==> src/rtl/uart_rx_if.sv <==
// Serial-in / byte-out bundle for the UART receiver.
// Carries the line, the oversample tick, and the delivered byte with its status.
// master = line/tick source and byte consumer; slave = the receiver itself.
interface uart_rx_if;
  logic       rx;
  logic       RX_sample_tick;
  logic [7:0] data_out;
  logic       data_valid;
  logic       parity_err;
  logic       frame_err;
  logic       busy;

  modport master (
    output rx, RX_sample_tick,
    input  data_out, data_valid, parity_err, frame_err, busy
  );

  modport slave (
    input  rx, RX_sample_tick,
    output data_out, data_valid, parity_err, frame_err, busy
  );
endinterface

==> src/rtl/uart_rx.sv <==
// UART receiver: 8 data bits LSB-first, even parity, one stop bit, oversampled.
// Latency: byte strobed on the clk edge that handles the mid-stop-bit sample tick.
// No backpressure: each frame is strobed once and must be taken in that cycle.
module uart_rx #(
  parameter int OVERSAMPLE = 16
) (
  input  logic     clk,
  input  logic     reset_n,
  uart_rx_if.slave bus
);

  localparam int TW = $clog2(OVERSAMPLE);
  localparam logic [TW-1:0] HALF_M1 = TW'(OVERSAMPLE / 2 - 1);
  localparam logic [TW-1:0] FULL_M1 = TW'(OVERSAMPLE - 1);

  typedef enum logic [2:0] {IDLE, START, DATA, PARITY, STOP} state_t;

  state_t        state_q, state_d;
  logic          rx_meta_q, rx_meta_d;
  logic          rx_s_q, rx_s_d;
  logic [TW-1:0] tick_cnt_q, tick_cnt_d;
  logic [2:0]    bit_idx_q, bit_idx_d;
  logic [7:0]    shift_q, shift_d;
  logic          par_bad_q, par_bad_d;
  logic [7:0]    data_out_q, data_out_d;
  logic          data_valid_q, data_valid_d;
  logic          parity_err_q, parity_err_d;
  logic          frame_err_q, frame_err_d;
  logic          busy_q, busy_d;

  // State register; the synchronizer flops idle high like the line itself.
  always_ff @(posedge clk or negedge reset_n) begin
    if (!reset_n) begin
      state_q      <= IDLE;
      rx_meta_q    <= 1'b1;
      rx_s_q       <= 1'b1;
      tick_cnt_q   <= '0;
      bit_idx_q    <= '0;
      shift_q      <= '0;
      par_bad_q    <= 1'b0;
      data_out_q   <= '0;
      data_valid_q <= 1'b0;
      parity_err_q <= 1'b0;
      frame_err_q  <= 1'b0;
      busy_q       <= 1'b0;
    end else begin
      state_q      <= state_d;
      rx_meta_q    <= rx_meta_d;
      rx_s_q       <= rx_s_d;
      tick_cnt_q   <= tick_cnt_d;
      bit_idx_q    <= bit_idx_d;
      shift_q      <= shift_d;
      par_bad_q    <= par_bad_d;
      data_out_q   <= data_out_d;
      data_valid_q <= data_valid_d;
      parity_err_q <= parity_err_d;
      frame_err_q  <= frame_err_d;
      busy_q       <= busy_d;
    end
  end

  // Next-state logic: everything except the synchronizer advances only on a sample tick.
  always_comb begin
    rx_meta_d    = bus.rx;
    rx_s_d       = rx_meta_q;
    state_d      = state_q;
    tick_cnt_d   = tick_cnt_q;
    bit_idx_d    = bit_idx_q;
    shift_d      = shift_q;
    par_bad_d    = par_bad_q;
    data_out_d   = data_out_q;
    data_valid_d = 1'b0;
    parity_err_d = parity_err_q;
    frame_err_d  = frame_err_q;
    busy_d       = busy_q;

    if (bus.RX_sample_tick) begin
      unique case (state_q)
        IDLE: begin
          if (!rx_s_q) begin
            state_d    = START;
            tick_cnt_d = '0;
            busy_d     = 1'b1;
          end
        end
        START: begin
          tick_cnt_d = tick_cnt_q + TW'(1);
          if (tick_cnt_q == HALF_M1) begin
            if (!rx_s_q) begin
              state_d    = DATA;
              tick_cnt_d = '0;
              bit_idx_d  = '0;
            end else begin
              // Line went back high before mid-bit: a glitch, not a start bit.
              state_d = IDLE;
              busy_d  = 1'b0;
            end
          end
        end
        DATA, PARITY, STOP: begin
          tick_cnt_d = tick_cnt_q + TW'(1);
          if (tick_cnt_q == FULL_M1) begin
            tick_cnt_d = '0;
            if (state_q == DATA) begin
              shift_d   = {rx_s_q, shift_q[7:1]};
              bit_idx_d = bit_idx_q + 3'd1;
              if (bit_idx_q == 3'd7) state_d = PARITY;
            end else if (state_q == PARITY) begin
              par_bad_d = rx_s_q ^ (^shift_q);
              state_d   = STOP;
            end else begin
              // Return to IDLE at mid-stop so a back-to-back start edge is caught.
              data_out_d   = shift_q;
              parity_err_d = par_bad_q;
              frame_err_d  = ~rx_s_q;
              data_valid_d = 1'b1;
              busy_d       = 1'b0;
              state_d      = IDLE;
            end
          end
        end
        default: begin
          state_d = IDLE;
          busy_d  = 1'b0;
        end
      endcase
    end
  end

  assign bus.data_out   = data_out_q;
  assign bus.data_valid = data_valid_q;
  assign bus.parity_err = parity_err_q;
  assign bus.frame_err  = frame_err_q;
  assign bus.busy       = busy_q;

endmodule

==> src/flat_wrapper.sv <==
// flat-port wrapper written by rule: the top's interface ports become plain ports
module uart_rx_flat 
#(
  parameter int OVERSAMPLE = 16
)
  (clk, reset_n, bus_rx, bus_RX_sample_tick, bus_data_out, bus_data_valid, bus_parity_err, bus_frame_err, bus_busy);
  uart_rx_if bus_i ();
  input  logic clk;
  input  logic reset_n;
  input wire logic [$bits(bus_i.rx)-1:0] bus_rx;
  input wire logic [$bits(bus_i.RX_sample_tick)-1:0] bus_RX_sample_tick;
  output wire logic [$bits(bus_i.data_out)-1:0] bus_data_out;
  output wire logic [$bits(bus_i.data_valid)-1:0] bus_data_valid;
  output wire logic [$bits(bus_i.parity_err)-1:0] bus_parity_err;
  output wire logic [$bits(bus_i.frame_err)-1:0] bus_frame_err;
  output wire logic [$bits(bus_i.busy)-1:0] bus_busy;
  assign bus_i.rx = bus_rx;
  assign bus_i.RX_sample_tick = bus_RX_sample_tick;
  assign bus_data_out = bus_i.data_out;
  assign bus_data_valid = bus_i.data_valid;
  assign bus_parity_err = bus_i.parity_err;
  assign bus_frame_err = bus_i.frame_err;
  assign bus_busy = bus_i.busy;
  uart_rx #(.OVERSAMPLE(OVERSAMPLE)) u_core (.clk(clk), .reset_n(reset_n), .bus(bus_i));
endmodule
==> config.mk <==
export PLATFORM = sky130hd
export DESIGN_NAME = uart_rx_flat
export DESIGN_NICKNAME = d
export VERILOG_FILES = /design/src/rtl/uart_rx_if.sv /design/src/rtl/uart_rx.sv /design/src/flat_wrapper.sv
export SDC_FILE = /design/constraint.sdc
export NUM_CORES = 1
export LEC_CHECK = 0
export CAP_MARGIN = 0
export CORE_AREA = 2 2 59 61
export DETAILED_ROUTE_END_ITERATION = 6
export DIE_AREA = 0 0 61 63
export PLACE_DENSITY = 0.84
export SYNTH_ARGS = -nofsm -noshare
export SYNTH_HDL_FRONTEND = slang
export SYNTH_SLANG_ARGS = --single-unit
==> constraint.sdc <==
create_clock -name clk -period 1.6 [get_ports clk]
set_input_delay 0.4 -clock clk [delete_from_list [all_inputs] [get_ports clk]]
set_output_delay 0.4 -clock clk [all_outputs]
set_load 0.01 [all_outputs]
Word level (Yosys, flattened, before mapping)
Index checks and enable logic that the tools add are counted.
- add/subtract/negate cells: 2
- equality and inequality tests: 16
- muxes and demuxes: 30
- bitwise logic cells: 4
- reduce and logical (&&, ||, !) cells: 12
- operators with widths (cell ; number):
    3-bit 2-to-1 mux ; 10
    4-bit 2-to-1 mux ; 4
    5-bit AND reduction ; 3
    4-bit case mux with 3 select lines ; 1
    1-bit 2-to-1 mux ; 11
    3-bit case mux with 3 select lines ; 1
    2-bit by 1-bit != test with 1-bit output, second input constant ; 4
    2-bit != test, second input constant ; 4
    8-bit parity ; 1
    7-bit AND reduction ; 1
    3-bit by 2-bit equality test with 1-bit output, second input constant ; 2
    3-bit equality test, second input constant ; 2
    3-bit case mux with 2 select lines ; 1
    6-bit AND reduction ; 1
    4-bit by 1-bit adder with 4-bit output, second input constant ; 1
    4-bit by 3-bit equality test with 1-bit output, second input constant ; 1
    4-bit equality test, second input constant ; 1
    4-bit AND reduction ; 1
    3-bit by 1-bit adder with 3-bit output, second input constant ; 1
    3-bit by 1-bit equality test with 1-bit output, second input constant ; 1
    3-bit logical NOT ; 1
    3-bit != test, second input constant ; 1
    1-bit NOT ; 3
    1-bit case mux with 3 select lines ; 1
    6 further kinds ; 6
- register bits after elaboration: 33

Longest topological paths before layout
Gate-level depths: netlist (run 1).
- word-level depth: 6
- depth in mapped cells: 6
- gate-level depth less buffers: 5

Least setup slack after synthesis (run 1)
No wires, ideal clock.
- kind: flip-flop to flip-flop
- start point: reg u_core.tick_cnt_q[0]
- end point: reg u_core.state_q[0]
- data arrival time: 1.492 ns
- data required time: 1.475 ns
- slack: -0.017 ns
- cell stages (with the launch flop): 6
- path buffers: 0
- cell sequence: dfrtp_1 ha_1 and3_2 o21bai_2 nand3b_1 mux2_2
- longest elaborated chain between the ends: 3
- elaborated cells on any way between the ends: 5
- ends and longest elaborated chain (element ; RTL line ; RTL):
    from (decl) ; uart_rx.sv:21 ; logic [TW-1:0] tick_cnt_q, tick_cnt_d;
    from (signal assigned) ; uart_rx.sv:50 ; tick_cnt_q <= tick_cnt_d;
    4-bit equality test / 4-bit by 3-bit equality test with 1-bit output (equally long branches) ; uart_rx.sv:102, uart_rx.sv:88 ;
    2-bit by 1-bit != test with 1-bit output (no line) ; n/a ;
    5-bit AND reduction (no line) (*) ; n/a ;
    to (signal assigned) ; uart_rx.sv:47 ; state_q <= state_d;
    to (decl) ; uart_rx.sv:18 ; state_t state_q, state_d;
Every way passes the cells marked *; elsewhere a longest branch is shown, timed or not.
A chain may end at the register's enable or synchronous reset.

Worst setup path after layout (run 1)
- start point: reg u_core.tick_cnt_q[1]
- end point: reg u_core.busy_q, in the netlist u_core.bus.busy
- longest elaborated chain between the ends: 3
- elaborated cells on any way between the ends: 5
- ends and longest elaborated chain (element ; RTL line ; RTL):
    4-bit equality test / 4-bit by 3-bit equality test with 1-bit output (equally long branches) ; uart_rx.sv:102, uart_rx.sv:88 ;
    2-bit by 1-bit != test with 1-bit output (no line) ; n/a ;
    7-bit AND reduction (no line) (*) ; n/a ;
    to (signal assigned) ; uart_rx.sv:58 ; busy_q <= busy_d;
    to (decl) ; uart_rx.sv:29 ; logic busy_q, busy_d;
Marks and branches as above.

==> qor_table.md, run 1 <==
| Result | This run | Unit |
|---|---|---|
| Result of the run | finished clean | - |
| 1st-pass router iterations | 4 | - |
| Routed wire per std cell | 14.4 | um |
| Met1 Resource Use GR | 20.3 | % |
| EDFF count, synth | 0 | - |
| Most utilized layer in the global route result | met2 | - |
| CTS HTree Levels | 2 | - |
| Routed vias | 1,045 | - |
| Detailed Route WL | 2.89 | mm |
| Mean Syn Cell Area | 13.3 | um^2 |
| TritonCTS clock tree | built | - |
| Drt first-iter violations | 43 | - |
| Gate count after technology mapping | 116 | - |
| Number of pins with negative max-slew slack in the final report | 0 | - |
| Arrival time at the worst endpoint | 1800 | ps |
| Clock sink count | 33 | - |
| Clock skew after layout | 7.29 | ps |
| Largest stage delay on the critical path | 400 | ps |
| Height of the die | 63 | um |
| Buffers from clock root to sink, at most | 2 | - |
| Area of all placed cells without fillers | 2040 | um^2 |
| Max_slew headroom | 74.4 | % |
| Slowest cell on the critical path | dfrtp_1 | - |
| Total global routing track utilization | 17.3 | % |
| Complex-gate fraction of the synthesized area | 10.2 | % |
| Buffers plus inverters on the worst setup path | 1 | - |
| CP delay by family, top | flip-flops | - |
| Total half-perimeter wirelength after legalization and detailed placement | 2.00 | mm |
| Met2 Resource Use GR | 28.5 | % |
| Final critical path time including I/O delays and setup | 1580 | ps |
| Via count of the first global-routing pass | 1,146 | - |
| Top cell type's share of synthesized area | 50.1 | % |
| Chip width | 61 | um |
| Ranking of synthesized cells by instance count | 31 x dfrtp_1, 22 x mux2_2, 6 x xnor2_1 | - |
| Final Instance Count excl. Fillers | 201 | - |
| Nets | 161 | - |
| Crit path capture type | flop | - |
| DRC violation count after routing | 0 | - |
| Core area | 3230 | um^2 |
| Hold WS | 362 | ps |
| Residual antenna-violating net count after detailed routing | 0 | - |
| Peak VDD IR | 649 | uV |
| Number of buffers created by CTS | 5 | - |
| Async set-or-reset flop fraction in the synthesized netlist | 100 | % |
| Most area-consuming cells after synthesis | dfrtp_1 50%, mux2_2 16%, dfstp_2 3.4% | - |
| Min-delay worst type | flop to flop | - |
| Share of synthesized area occupied by flip-flops and latches | 53.5 | % |
| Maximum number of pins on one net before global-route repair | 34 | - |
| Cell row count | 21 | - |
| Die footprint | 3840 | um^2 |
| Endpoints failing hold | 0 | - |
| Placement-stage worst setup slack | -296 | ps |
| Synth warnings | 0 | - |
| Proportion of layout cells with a drive suffix above 1 | 43.9 | % |
| Post-route fraction of the period consumed by the critical path | 98.8 | % |
| Xor/xnor share of the synthesized area | 5.42 | % |
| # IOs | 16 | - |
| Post-synthesis share of cell area spent on and, or, nand and nor gates | 8.08 | % |
| Total placed cells including tap cells | 187 | - |
| Last weighted congestion value of the routability-driven placer | 0.892 | - |
| Initial standard-cell utilization of the core | 47.9 | % |
| Root Buffer Master | clkbuf_4 | - |
| Max capacitance violation total | 0 | - |
| Number of nets in the synthesized netlist | 123 | - |
| Global-route congestion overflow total | 0 | - |
| Vias per std cell | 5.20 | - |
| Post-Syn Area | 1550 | um^2 |
| Filler cells | 274 | - |
| Slew @ Worst Pin | 379 | ps |
| Flip-flop and latch count after synthesis | 33 | - |
| Setup violations, final | 0 | - |
| Area overhead of the layout relative to synthesis | 31.7 | % |
| Synthesized-area fraction occupied by adder cells | 3.07 | % |
| Multiplexer share of the synthesized area | 16.0 | % |
| Setup repair after global routing missed its margin | true | - |
| Cell type contributing the most total cell area after synthesis | dfrtp_1 | - |
| Leak pwr | 1.02 | nW |
| Least setup slack across all paths after layout | 19.7 | ps |
| Path type of the worst setup path | flop to flop | - |
| Combinational family with the most area after synthesis | multiplexers | - |
| Critical Path, Cell by Cell | ha_4, and3_4, o21bai_2, nand3b_1, buf_4, a22o_1 | - |
| Diode count | 0 | - |
| Post-CTS Hold Fix Bufs | 0 | - |
| Critical Path RT | 1820 | ps |
| Met3 global-route usage | 6.42 | % |
| Wire length of the first global-routing pass | 4.87 | mm |
| Achievable frequency | 0.633 | GHz |
| Cell Pwr Density | 1130 | nW/um^2 |
| Antenna violations before repair | 0 | - |
| Count leader, synth | dfrtp_1 | - |
| Clock slew at reported path FFs | 90 | ps |
| Biggest fanout along the worst timing path | 4 | - |
| Total placed instance area | 1850 | um^2 |
| Primary FF master, synth | dfrtp_1 | - |
| Startpoint types | flop | - |
| Count of cell types in the netlist | 39 | - |
| Clock latency of the later-clocked register in the worst-skew pair | 330 | ps |
| Total of buffers placed on input and output ports | 15 | - |
-- stage by stage --
step	utilization, %	setup TNS, ps	total power (W)
2_1_floorplan	-	0	0.00135
3_3_place_gp	57.3	-3940	0.00153
3_5_place_dp	57.3	-4420	0.00156
4_1_cts	60.2	0	0.00224
5_1_grt	63.1	-377	0.00245
6_report	63.1	0	0.00231
-- area by class of cell --
cell class / count / area (um^2) / area share [%]
clock buffers: 7 / 55.1 / 2.70
clock inverters: 1 / 30.0 / 1.47
inverters: 4 / 15.0 / 0.737
multi-input cells: 74 / 724 / 35.5
flip-flops and latches: 33 / 831 / 40.8
well taps: 46 / 57.6 / 2.82
repair buffers: 36 / 325 / 16.0
-- cells by family (layout without fill, tap and decap cells) --
family	Yosys count	after routing
multiplexers	22	22
AO/OA/AOI/OAI	20	20
AND/OR/NAND/NOR	20	20
buffers and inverters	9	48
XOR/XNOR	8	8
flip-flops	33	33
adder cells (fa/ha/maj)	4	4
-- metal layers --
layer / share of wire [%] / up-vias / routed length, um
met5: 0 / - / 0
met4: 0.90 / 0 / 26
met3: 3.6 / 4 / 105
met2: 53 / 16 / 1520
met1: 43 / 531 / 1240
li1: - / 494 / -
-- placed cells by master, fill, tap and decap left out, drive strengths merged --
cell type      instances
dfrtp                 31
mux2                  22
buf                   21
dlygate4sd2           12
clkbuf                 7
xnor2                  6
a22o                   5
inv                    4
nor2                   4
o21ai                  4
clkdlybuf4s50          3
nand4                  3
ha                     3
nand2                  2
dfstp                  2
and3                   2
nand3                  2
nor3b                  2
a21oi                  2
and2b                  1
or2                    1
nand2b                 1
maj3                   1
o211ai                 1
o22a                   1
nor2b                  1
o21bai                 1
o41ai                  1
a211oi                 1
nand3b                 1
o2111ai                1
a32o                   1
a21bo                  1
a21o                   1
xnor3                  1
xor2                   1
bufinv                 1
-- report_power, final --
group	internal [W]	switching [W]
combinational	0.000378	0.000304
sequential	0.000909	0.0000815
clock	0.000373	0.000265
-- flip-flops by register name (all words and copies together), names as in the netlist --
name and flops:
u_core.bus.data_out 8, u_core.shift_q 8, u_core.tick_cnt_q 4, u_core.bit_idx_q 3, u_core.state_q 3, u_core.bus.busy 1, u_core.bus.data_valid 1, u_core.bus.frame_err 1
u_core.bus.parity_err 1, u_core.par_bad_q 1, u_core.rx_meta_q 1, u_core.rx_s_q 1
-- worst paths after layout --
kind	start	end	slack, ps	depth (start not counted)
max in group asynchronous	reset_n	u_core.rx_s_q$_DFF_PN1_	930	2
min	u_core.rx_meta_q$_DFF_PN1_	u_core.rx_s_q$_DFF_PN1_	360	0
min reg2reg	u_core.rx_meta_q$_DFF_PN1_	u_core.rx_s_q$_DFF_PN1_	360	0
max reg2reg	u_core.tick_cnt_q[1]$_DFFE_PN0P_	u_core.bus.busy$_DFFE_PN0P_	20	6
min in group asynchronous	reset_n	u_core.shift_q[0]$_DFFE_PN0P_	430	2
max	u_core.tick_cnt_q[1]$_DFFE_PN0P_	u_core.bus.busy$_DFFE_PN0P_	20	6
-- timing repair --
item | CTS | global route
endpoints found under the setup margin | 27 | 19
gates resized for setup | 15 | 17
cloned | 0 | 1
pin swaps | 0 | 3
setup buffers | 2 | 3
No activity file was read; power rests on OpenSTA's default activity.
==> run 2: changes to the inputs <==
--- a/config.mk
+++ b/config.mk
@@ -7,6 +7,7 @@
 export LEC_CHECK = 0
 export CAP_MARGIN = 0
 export CORE_AREA = 2 2 59 61
+export CTS_CLUSTER_SIZE = 8
 export DETAILED_ROUTE_END_ITERATION = 6
 export DIE_AREA = 0 0 61 63
 export PLACE_DENSITY = 0.84
==> results of run 2 <==
The final DEF is identical to that of run 1; final timing and power are the same.
==> run 3: changes to the inputs <==
==> constraint.sdc (replaced) <==
create_clock -name clk -period 1.6 [get_ports clk]
set_input_delay 0.4 -clock clk [delete_from_list [all_inputs] [get_ports clk]]
set_output_delay 0.4 -clock clk [all_outputs]
set_load 0.05 [all_outputs]
==> qor_table.md, run 3 (synthesis results as in run 1) <==
| Result | This run | Unit | Delta |
|---|---|---|---|
| Proportion of power drawn by the clock network | 27.9 | % | was 27.6% |
| Core area | 3230 | um^2 | unchanged |
| Setup repair after global routing missed its margin | true | - | unchanged |
| Peak VDD IR | 542 | uV | was 649 uV |
| Power dissipated by switching net loads | 0.000684 | W | was 0.000651 W |
| Violations in the final reports | setup timing | - |  |
| Setup violations, final | 6 | - | was 0 |
| Via count of the first global-routing pass | 1,103 | - | was 1,146 |
| Arrival time at the worst endpoint | 1840 | ps | was 1800 ps |
| Share of total power in sequential cells | 42.5 | % | was 42.9% |
| Wire length of the first global-routing pass | 4.95 | mm | was 4.87 mm |
| CTS HTree Levels | 2 | - | unchanged |
| Routed wire per std cell | 14.7 | um | was 14.4 um |
| Cell Pwr Density | 1100 | nW/um^2 | was 1130 nW/um^2 |
| Total half-perimeter wirelength after legalization and detailed placement | 1.91 | mm | was 2.00 mm |
| Leak pwr | 1.01 | nW | was 1.02 nW |
| Min-Delay Path Depth | 0 | - | unchanged |
| Commonest cells after routing, fill and taps aside | 29 x dfrtp_1, 20 x mux2_2, 15 x buf_4, 14 x buf_12, 6 x xnor2_1 | - | was 29 x dfrtp_1, 18 x mux2_2, 17 x buf_4, 12 x dlygate4sd2_1, 6 x xnor2_1 |
| Vias per std cell | 5.33 | - | was 5.20 |
| Aggregate negative setup slack | -34.0 | ps | was 0 ps |
| Final Power | 0.00234 | W | was 0.00231 W |
| Drt first-iter violations | 49 | - | was 43 |
| Root Buffer Master | clkbuf_4 | - | unchanged |
| DRC violation count after routing | 0 | - | unchanged |
| Diode count | 0 | - | unchanged |
| Nets | 158 | - | was 161 |
| Biggest fanout along the worst timing path | 4 | - | unchanged |
| Global-route congestion overflow total | 0 | - | unchanged |
| Total of buffers placed on input and output ports | 15 | - | unchanged |
| Clock slew at reported path FFs | 100 | ps | was 90 ps |
| TritonCTS clock tree | built | - | unchanged |
| Chip width | 61 | um | unchanged |
| Footprint of the multi-input gates | 699 | um^2 | was 724 um^2 |
| Critical Path RT | 1830 | ps | was 1820 ps |
| Cell row count | 21 | - | unchanged |
| Min-delay worst type | flop to flop | - | unchanged |
| Post-route fraction of the period consumed by the critical path | 101 | % | was 98.8% |
| Area overhead of the layout relative to synthesis | 37.1 | % | was 31.7% |
| Max_slew headroom | 73.1 | % | was 74.4% |
| Filler cells | 240 | - | was 274 |
| Reg area | 831 | um^2 | unchanged |
| Max capacitance violation total | 0 | - | unchanged |
| Crit path capture type | flop | - | unchanged |
| Maximum number of pins on one net before global-route repair | 34 | - | unchanged |
| Number of pins with negative max-slew slack in the final report | 0 | - | unchanged |
| Achievable frequency | 0.620 | GHz | was 0.633 GHz |
| Initial standard-cell utilization of the core | 47.9 | % | unchanged |
| Detailed Route WL | 2.91 | mm | was 2.89 mm |
| Gate power share | 29.7 | % | was 29.5% |
| Layout Utilization | 65.7 | % | was 63.1% |
| Antenna violations before repair | 0 | - | unchanged |
| Depth of the worst register-to-register path | 6 | - | unchanged |
| Die footprint | 3840 | um^2 | unchanged |
| Internal | 0.00166 | W | about the same |
| Routed vias | 1,056 | - | was 1,045 |
| Net Sw Frac | 29.2 | % | was 28.2% |
| Last weighted congestion value of the routability-driven placer | 0.892 | - | about the same |
| Final critical path time including I/O delays and setup | 1610 | ps | was 1580 ps |
| Clock latency of the later-clocked register in the worst-skew pair | 330 | ps | about the same |
| # IOs | 16 | - | unchanged |
| Startpoint types | flop | - | unchanged |
| Slew @ Worst Pin | 398 | ps | was 379 ps |
| Endpoints failing hold | 0 | - | unchanged |
| Clock skew after layout | 5.73 | ps | was 7.29 ps |
| 1st-pass router iterations | 4 | - | unchanged |
| Buffers from clock root to sink, at most | 2 | - | unchanged |
| Clock sink count | 33 | - | unchanged |
| Height of the die | 63 | um | unchanged |
| Result of the run | finished with violations | - | was finished clean |
| Post-CTS Hold Fix Bufs | 0 | - | unchanged |
| Total global routing track utilization | 17.5 | % | was 17.3% |
| Proportion of layout cells with a drive suffix above 1 | 50.0 | % | was 43.9% |
| Least setup slack across all paths after layout | -12.7 | ps | was 19.7 ps |
| Number of buffers created by CTS | 5 | - | unchanged |
| Commonest non-fill, non-tap cell in the layout | dfrtp_1 | - | unchanged |
| Path type of the worst setup path | flop to flop | - | unchanged |
| Residual antenna-violating net count after detailed routing | 0 | - | unchanged |
[run 3: worst paths after layout]
path	endpoint	start	slack (ps)
worst max-delay path	u_core.bit_idx_q[0]$_DFFE_PN0P_	u_core.tick_cnt_q[0]$_DFFE_PN0P_	-10
worst min-delay path	u_core.rx_s_q$_DFF_PN1_	u_core.rx_meta_q$_DFF_PN1_	370
worst max register to register	u_core.bit_idx_q[0]$_DFFE_PN0P_	u_core.tick_cnt_q[0]$_DFFE_PN0P_	-10
worst min register to register	u_core.rx_s_q$_DFF_PN1_	u_core.rx_meta_q$_DFF_PN1_	370
max in group asynchronous	u_core.rx_meta_q$_DFF_PN1_	reset_n	940
min in group asynchronous	u_core.tick_cnt_q[1]$_DFFE_PN0P_	reset_n	420
[run 3: metal layers]
layer  track usage, %  part of all wire, %  vias up
li1                 -                    -      487
met1             22.3                   45      538
met2             26.2                   49       25
met3             6.42                  4.4        6
met4             7.61                  1.6        0
met5                0                    0        -
[run 3: worst max-delay path: stages (launching register included)]
cell and delay (ps):
dfrtp_1 370, ha_2 190, and3_4 220, o21bai_4 140, buf_6 130, nand4_1 160
mux2_4 300
[run 3: through the flow]
| stage | instance area (um^2) | cells | hold slack [ps] | setup WS (ps) |
|---|---|---|---|---|
| after detailed placement | 1970 | 187 | 353 | -283 |
| after floorplan | 1550 | 116 | 104 | 10.9 |
| final | 2120 | 198 | 369 | -12.7 |
| after global placement | 1970 | 187 | 348 | -269 |
| after CTS | 2090 | 195 | 368 | -7.50 |
| after global routing | 2120 | 198 | 373 | -103 |
[run 3: area by class of cell]
type	count	area share, %
Multi-Input combinational cell	74	33.0
Clock buffer	7	2.59
Sequential cell	33	39.2
Inverter	4	0.708
Timing Repair Buffer	33	20.5
Clock inverter	1	1.42
Tap cell	46	2.71
[run 3: power groups by stage]
| stage | combinational, W | sequential [W] | clock [W] |
|---|---|---|---|
| floorplan | 0.000370 | 0.00101 | 0 |
| global placement | 0.000593 | 0.000997 | 0 |
| detailed placement | 0.000618 | 0.00100 | 0 |
| CTS | 0.000651 | 0.000989 | 0.000667 |
| global route | 0.000757 | 0.00101 | 0.000699 |
| finish | 0.000694 | 0.000994 | 0.000652 |
[run 3: repair_timing]
action / CTS / global route
pin swaps: 1 / 1
setup endpoints to repair: 12 / 14
cloned: 0 / 1
buffers inserted: 0 / 2
gates resized for setup: 7 / 8
